## config.mk

```make
export PLATFORM = sky130hd
export DESIGN_NAME = cgra_obi_master_arbiter
export DESIGN_NICKNAME = d
export VERILOG_FILES = /design/src/rtl/cgra_obi_master_arbiter_pkg.sv /design/src/rtl/cgra_obi_master_arbiter_id_fifo.sv /design/src/rtl/cgra_obi_master_arbiter.sv
export SDC_FILE = /design/constraint.sdc
export NUM_CORES = 1
export LEC_CHECK = 0
export BUFFER_PORTS_ARGS = -buffer_cell sky130_fd_sc_hd__buf_2
export CAP_MARGIN = 20
export CORE_AREA = 4 4 200 202
export DETAILED_ROUTE_END_ITERATION = 10
export DIE_AREA = 0 0 204 206
export GPL_ROUTABILITY_DRIVEN = 1
export SYNTH_ARGS = -nofsm -noshare
export SYNTH_HDL_FRONTEND = slang
export SYNTH_HIERARCHICAL = 1
export SYNTH_SLANG_ARGS = --single-unit
```

## constraint.sdc

```tcl
create_clock -name clk_i -period 5.6 [get_ports clk_i]
set_clock_uncertainty 0.15 [all_clocks]
set_input_delay 0.56 -clock clk_i [delete_from_list [all_inputs] [get_ports clk_i]]
set_output_delay 0.56 -clock clk_i [all_outputs]
set_load 0.03 [all_outputs]
```

## src/rtl/cgra_obi_master_arbiter_pkg.sv

```systemverilog
// Shared constants and OBI channel types for the CGRA column-to-system-bus arbiter.
package cgra_obi_master_arbiter_pkg;

  localparam int N_COL               = 4;
  localparam int ARB_MAX_OUTSTANDING = 2;

  typedef struct packed {
    logic        req;
    logic [31:0] addr;
    logic        we;
    logic [3:0]  be;
    logic [31:0] wdata;
  } obi_req_t;

  typedef struct packed {
    logic        gnt;
    logic        rvalid;
    logic [31:0] rdata;
  } obi_resp_t;

  // Index width that stays at least one bit even for a single entry.
  function automatic int idxWidth(input int n);
    return (n > 1) ? $clog2(n) : 1;
  endfunction

endpackage

```

## src/rtl/cgra_obi_master_arbiter_id_fifo.sv

```systemverilog
// In-order FIFO of issuing column indices; the head names the column owed the next rvalid.
module cgra_id_fifo
  import cgra_obi_master_arbiter_pkg::*;
#(
  parameter int DEPTH = 2,
  parameter int WIDTH = 2,
  localparam int CNT_W = $clog2(DEPTH + 1)
) (
  input  logic             clk_i,
  input  logic             rst_i,
  input  logic             push_i,
  input  logic [WIDTH-1:0] data_i,
  input  logic             pop_i,
  output logic [WIDTH-1:0] data_o,
  output logic             full_o,
  output logic             empty_o,
  output logic [CNT_W-1:0] count_o
);

  localparam int PTR_W = idxWidth(DEPTH);

  logic [WIDTH-1:0] mem_q [DEPTH];
  logic [PTR_W-1:0] wrPtr_q, wrPtr_d;
  logic [PTR_W-1:0] rdPtr_q, rdPtr_d;
  logic [CNT_W-1:0] count_q, count_d;
  logic             doPush, doPop;

  function automatic logic [PTR_W-1:0] nextPtr(input logic [PTR_W-1:0] p);
    return (p == PTR_W'(DEPTH - 1)) ? '0 : p + 1'b1;
  endfunction

  // Full/empty come straight from the registered count, so a pop frees space only next cycle.
  assign full_o  = (count_q == CNT_W'(DEPTH));
  assign empty_o = (count_q == '0);
  assign count_o = count_q;
  assign data_o  = mem_q[rdPtr_q];

  assign doPush = push_i & ~full_o;
  assign doPop  = pop_i & ~empty_o;

  always_comb begin
    wrPtr_d = wrPtr_q;
    rdPtr_d = rdPtr_q;
    count_d = count_q;
    if (doPush) wrPtr_d = nextPtr(wrPtr_q);
    if (doPop)  rdPtr_d = nextPtr(rdPtr_q);
    if (doPush && !doPop)      count_d = count_q + 1'b1;
    else if (doPop && !doPush) count_d = count_q - 1'b1;
  end

  always_ff @(posedge clk_i) begin
    if (rst_i) begin
      wrPtr_q <= '0;
      rdPtr_q <= '0;
      count_q <= '0;
    end else begin
      wrPtr_q <= wrPtr_d;
      rdPtr_q <= rdPtr_d;
      count_q <= count_d;
    end
  end

  always_ff @(posedge clk_i) begin
    if (doPush) mem_q[wrPtr_q] <= data_i;
  end

endmodule

```

## src/rtl/cgra_obi_master_arbiter.sv

```systemverilog
// Round-robin arbiter merging the CGRA column OBI masters onto one system bus master,
// routing responses back to the issuing column in grant order.
module cgra_obi_master_arbiter
  import cgra_obi_master_arbiter_pkg::*;
#(
  parameter int N_REQ           = N_COL,
  parameter int MAX_OUTSTANDING = ARB_MAX_OUTSTANDING,
  parameter int ID_W            = idxWidth(N_REQ)
) (
  input  logic      clk_i,
  input  logic      rst_i,
  input  obi_req_t  col_req_i  [N_REQ],
  output obi_resp_t col_resp_o [N_REQ],
  output obi_req_t  bus_req_o,
  input  obi_resp_t bus_resp_i,
  output logic      busy_o,
  output logic      err_o
);

  localparam int CNT_W = $clog2(MAX_OUTSTANDING + 1);

  logic [ID_W-1:0]  rrPtr_q, rrPtr_d;
  logic [ID_W-1:0]  lockIdx_q, lockIdx_d;
  logic             lock_q, lock_d;
  logic             err_q, err_d;

  logic [ID_W-1:0]  cand;
  logic             candValid;
  logic             issue, handshake, pop;
  logic [ID_W-1:0]  fifoHead;
  logic             fifoFull, fifoEmpty;
  logic [CNT_W-1:0] fifoCount;

  // Nearest requester at or after the pointer wins, unless a stalled request holds the lock.
  always_comb begin
    int slot;
    slot      = 0;
    cand      = rrPtr_q;
    candValid = 1'b0;
    if (lock_q) begin
      cand      = lockIdx_q;
      candValid = col_req_i[lockIdx_q].req;
    end else begin
      for (int i = N_REQ - 1; i >= 0; i--) begin
        slot = int'(rrPtr_q) + i;
        if (slot >= N_REQ) slot = slot - N_REQ;
        if (col_req_i[slot].req) begin
          cand      = ID_W'(slot);
          candValid = 1'b1;
        end
      end
    end
  end

  assign issue     = candValid & ~fifoFull & ~rst_i;
  assign handshake = issue & bus_resp_i.gnt;
  assign pop       = bus_resp_i.rvalid & ~fifoEmpty & ~rst_i;

  assign bus_req_o = issue ? col_req_i[cand] : '0;

  always_comb begin
    for (int k = 0; k < N_REQ; k++) col_resp_o[k] = '0;
    if (handshake) col_resp_o[cand].gnt = 1'b1;
    if (pop) begin
      col_resp_o[fifoHead].rvalid = 1'b1;
      col_resp_o[fifoHead].rdata  = bus_resp_i.rdata;
    end
  end

  // A stalled request keeps the lock; a handshake or a dropped req both release it.
  always_comb begin
    rrPtr_d   = rrPtr_q;
    lock_d    = issue & ~bus_resp_i.gnt;
    lockIdx_d = lockIdx_q;
    err_d     = err_q | (bus_resp_i.rvalid & fifoEmpty);
    if (lock_d) lockIdx_d = cand;
    if (handshake) rrPtr_d = (cand == ID_W'(N_REQ - 1)) ? '0 : cand + 1'b1;
  end

  always_ff @(posedge clk_i) begin
    if (rst_i) begin
      rrPtr_q   <= '0;
      lock_q    <= 1'b0;
      lockIdx_q <= '0;
      err_q     <= 1'b0;
    end else begin
      rrPtr_q   <= rrPtr_d;
      lock_q    <= lock_d;
      lockIdx_q <= lockIdx_d;
      err_q     <= err_d;
    end
  end

  cgra_id_fifo #(
    .DEPTH (MAX_OUTSTANDING),
    .WIDTH (ID_W)
  ) u_idFifo (
    .clk_i   (clk_i),
    .rst_i   (rst_i),
    .push_i  (handshake),
    .data_i  (cand),
    .pop_i   (pop),
    .data_o  (fifoHead),
    .full_o  (fifoFull),
    .empty_o (fifoEmpty),
    .count_o (fifoCount)
  );

  assign busy_o = (fifoCount != '0) | lock_q;
  assign err_o  = err_q;

endmodule
```

==> metrics.txt <==
Die Height 206 um; area added between synthesis and finish 83.8%; drt total wl 28,400 um; Leakage 0.00376 uW; worst-path fanout max 41; post-synthesis cell area 0.00382 mm2; most frequent cells in the layout buf_2 (523), mux2i_1 (140), and2_1 (133), o22ai_1 (69), dfxtp_1 (11); largest net degree at the start of global routing 70; Sink Count 15; run status finished, final reports clean; Pre-antenna DRT Iters 4; Cells after DPL 1,481; final setup violation count 0; crit path kind flip-flop to output port; Hold Worst Slack 0.320 ns; min cycle time layout 3.65 ns; number of antenna violations at the first check in global routing 19; pwr dens 155 mW/mm2; fin crit share 65.2%; synth warn 6; worst-case vdd ir drop 0.0000993 V; final std cells w/o fill 1,491; vias in the first global route 5,315; via count 5,730; DR iter-0 viols 285; share of layout cells above drive strength 1 57.1%; Syn Inst Count 475; PostCTS Resize Cnt 0; # port buffers 523; area of the multi-input gates 0.00321 mm2; Sw Ratio 51.4%; clk root buf clkbuf_16; crit-path max cell delay 0.82 ns; # H-tree levels 1; RePlAce Congestion 0.935; slew margin rel. 30.1%; unrepaired setup endpoints after global routing no; CTS tree done; setup TNS 0 ns; Initial Utilization 9.97%; DR WL/cell 19.1 um; Seq pwr share 12.1%; Slew @ Worst Pin 1.05 ns; total track usage 11.9%; worst reg-to-reg setup slack 2.87 ns; cts hold-fix bufs 0; combinational power share 75.5%; reg2reg start rrPtr_q[1]; end of the worst register-to-register path rrPtr_q[1]; CP Capture Type output port; FF+latch area 340 um2; Post-route DRC 0; Max Slew Vio Count 0; Fin. Hold Viols 0; # rows 72; Vias/cell 3.84; slowest CP cell o221ai_4; Mapped Nets 796; Nets 1,289; Clock Path Buffers 2; reg2reg path depth 7; core area 0.0383 mm2; I/O pin total 524; Endpoint, Worst Hold err_o; grt total ovfl 0; Post-DRT Antenna Nets 0; post-synthesis sequential area ratio 8.91%; post-synth cell types 39; width of the die 204 um; Die ar. 0.0420 mm2; Worst EP required 4.89 ns; cells along the critical path nor3_1, a211o_1, o221ai_4, buf_12, mux2i_1, o22ai_1, buf_2; Post-CTS Setup Inserts 0; post-synthesis register bit count 15; first-pass GRT wire length 36,500 um; number of fill cells 4,340; Buf/Inv on CP 2; Top Family by Delay on Critical Path compound AO/OA/AOI/OAI gates; Int Power 528 uW; Syn Area/Cell 8.04 um2; most common cell after layout, fill and taps aside buf_2; power share of the clock group 12.4%; hold path startpoint err_o; MaxCap Viol Count 0; CTS Buf Count 3; Skew-Pair Late Insertion Delay 0.24 ns; clock transition at the registers of the reported paths 0.05 ns; Min-Delay Path Class flip-flop to flip-flop; HPWL Detailed 25,100 um; CP Launch Type flip-flop; Hold Crit Depth 2; switching power 559 uW; f_max 0.274 GHz; WP data arrival 2.94 ns
## layer usage
layer	routed length, um	vias up	track usage, %
met5	77	-	0
met4	974	14	4.69
met3	2740	46	3.45
met2	14300	376	22.1
met1	10300	2578	12.8
li1	-	2716	-
## cells in the mapped netlist
master    count  area share, %
nor4_2        1           0.33
or2_2         1           0.16
buf_2        17            2.2
buf_4         2           0.39
inv_2         1          0.098
nor3_1        2           0.26
nand2_2       2           0.33
mux2_2        2           0.59
nor2b_1       1           0.16
nand2b_1      5           0.82
clkbuf_1     13            1.3
xor2_1        3           0.69
o41ai_1       1           0.23
mux2i_1     140             37
and3b_1       1           0.23
nor3b_1       1           0.20
a21oi_1       7           0.92
ha_1          5            1.6
and2_1      133             22
nand2_1       5           0.49
mux4_2        1           0.59
edfxtp_1      4            3.1
and3_1        1           0.16
nor2b_2       2           0.46
o221ai_1      1           0.23
a211o_1       1           0.23
nor4_4        2            1.1
buf_6        12            3.5
nor2_1       10           0.98
inv_1         4           0.39
o21ai_0       6           0.79
o41a_1        1           0.29
dfxtp_1      11            5.8
nor3b_2       1           0.33
a21boi_0      1           0.20
o22ai_1      69             11
a21bo_2       1           0.26
or3_1         3           0.49
a21boi_1      1           0.20
## sequential cells by signal (all words and copies together) (netlist names), named ones only
register          count
u_idFifo/mem_q        4
lockIdx_q             2
rrPtr_q               2
u_idFifo/count_o      2
err_o                 1
lock_q                1
u_idFifo/rdPtr_q      1
u_idFifo/wrPtr_q      1
## cell families after synthesis
| family | after synthesis | share of synthesized area [%] |
|---|---|---|
| compound gates | 89 | 14.6 |
| simple gates | 171 | 28.3 |
| buf+inv | 49 | 7.93 |
| xor+xnor | 3 | 0.688 |
| flops | 15 | 8.91 |
| mux | 143 | 37.9 |
| fa+ha+maj | 5 | 1.64 |
## worst max-delay path by stage
stage | from | to | cells after the start
final | rrPtr_q[1] | bus_req_o[60] | 7
after detailed placement | col_req_i[139] | bus_req_o[47] | 8
after floorplan | col_req_i[139] | bus_req_o[58] | 7
after global routing | rrPtr_q[1] | bus_req_o[47] | 7
after global placement | col_req_i[139] | bus_req_o[47] | 8
after CTS | col_req_i[139] | bus_req_o[47] | 8
## metrics by stage
step / utilization (%) / total power [uW] / area (um2) / setup slack, ns
floorplan: - / 671 / 3820 / 2.53
global placement: 18.1 / 949 / 6930 / 1.90
detailed placement: 18.1 / 957 / 6930 / 1.92
CTS: 18.3 / 1090 / 7010 / 1.92
global route: 18.3 / 1150 / 7020 / 1.76
finish: 18.3 / 1090 / 7020 / 1.95
## final cells by class
cell class	count	share of cell area, %
Multi-Input combinational cell	411	45.7
Timing Repair Buffer	532	38.6
Tap cell	518	9.23
Sequential cell	15	4.85
Clock buffer	3	1.07
Inverter	5	0.267
Antenna cell	6	0.214
Clock inverter	1	0.0713
## worst register-to-register path: stages, from the launching register on
cell and delay (ns):
dfxtp_1 0.44, nor3_1 0.09, a211o_1 0.31, o221ai_4 0.82, buf_4 0.34, ha_1 0.25
mux2i_1 0.15, nor2_1 0.06
## power groups by stage
stage	Clock [uW]	Sequential, uW	Combinational, uW
final	135	131	822
after detailed placement	0	133	824
after CTS	137	131	827
after global routing	145	133	876
after floorplan	0	131	540
after global placement	0	133	816
No activity file was read; power rests on OpenSTA's default activity.
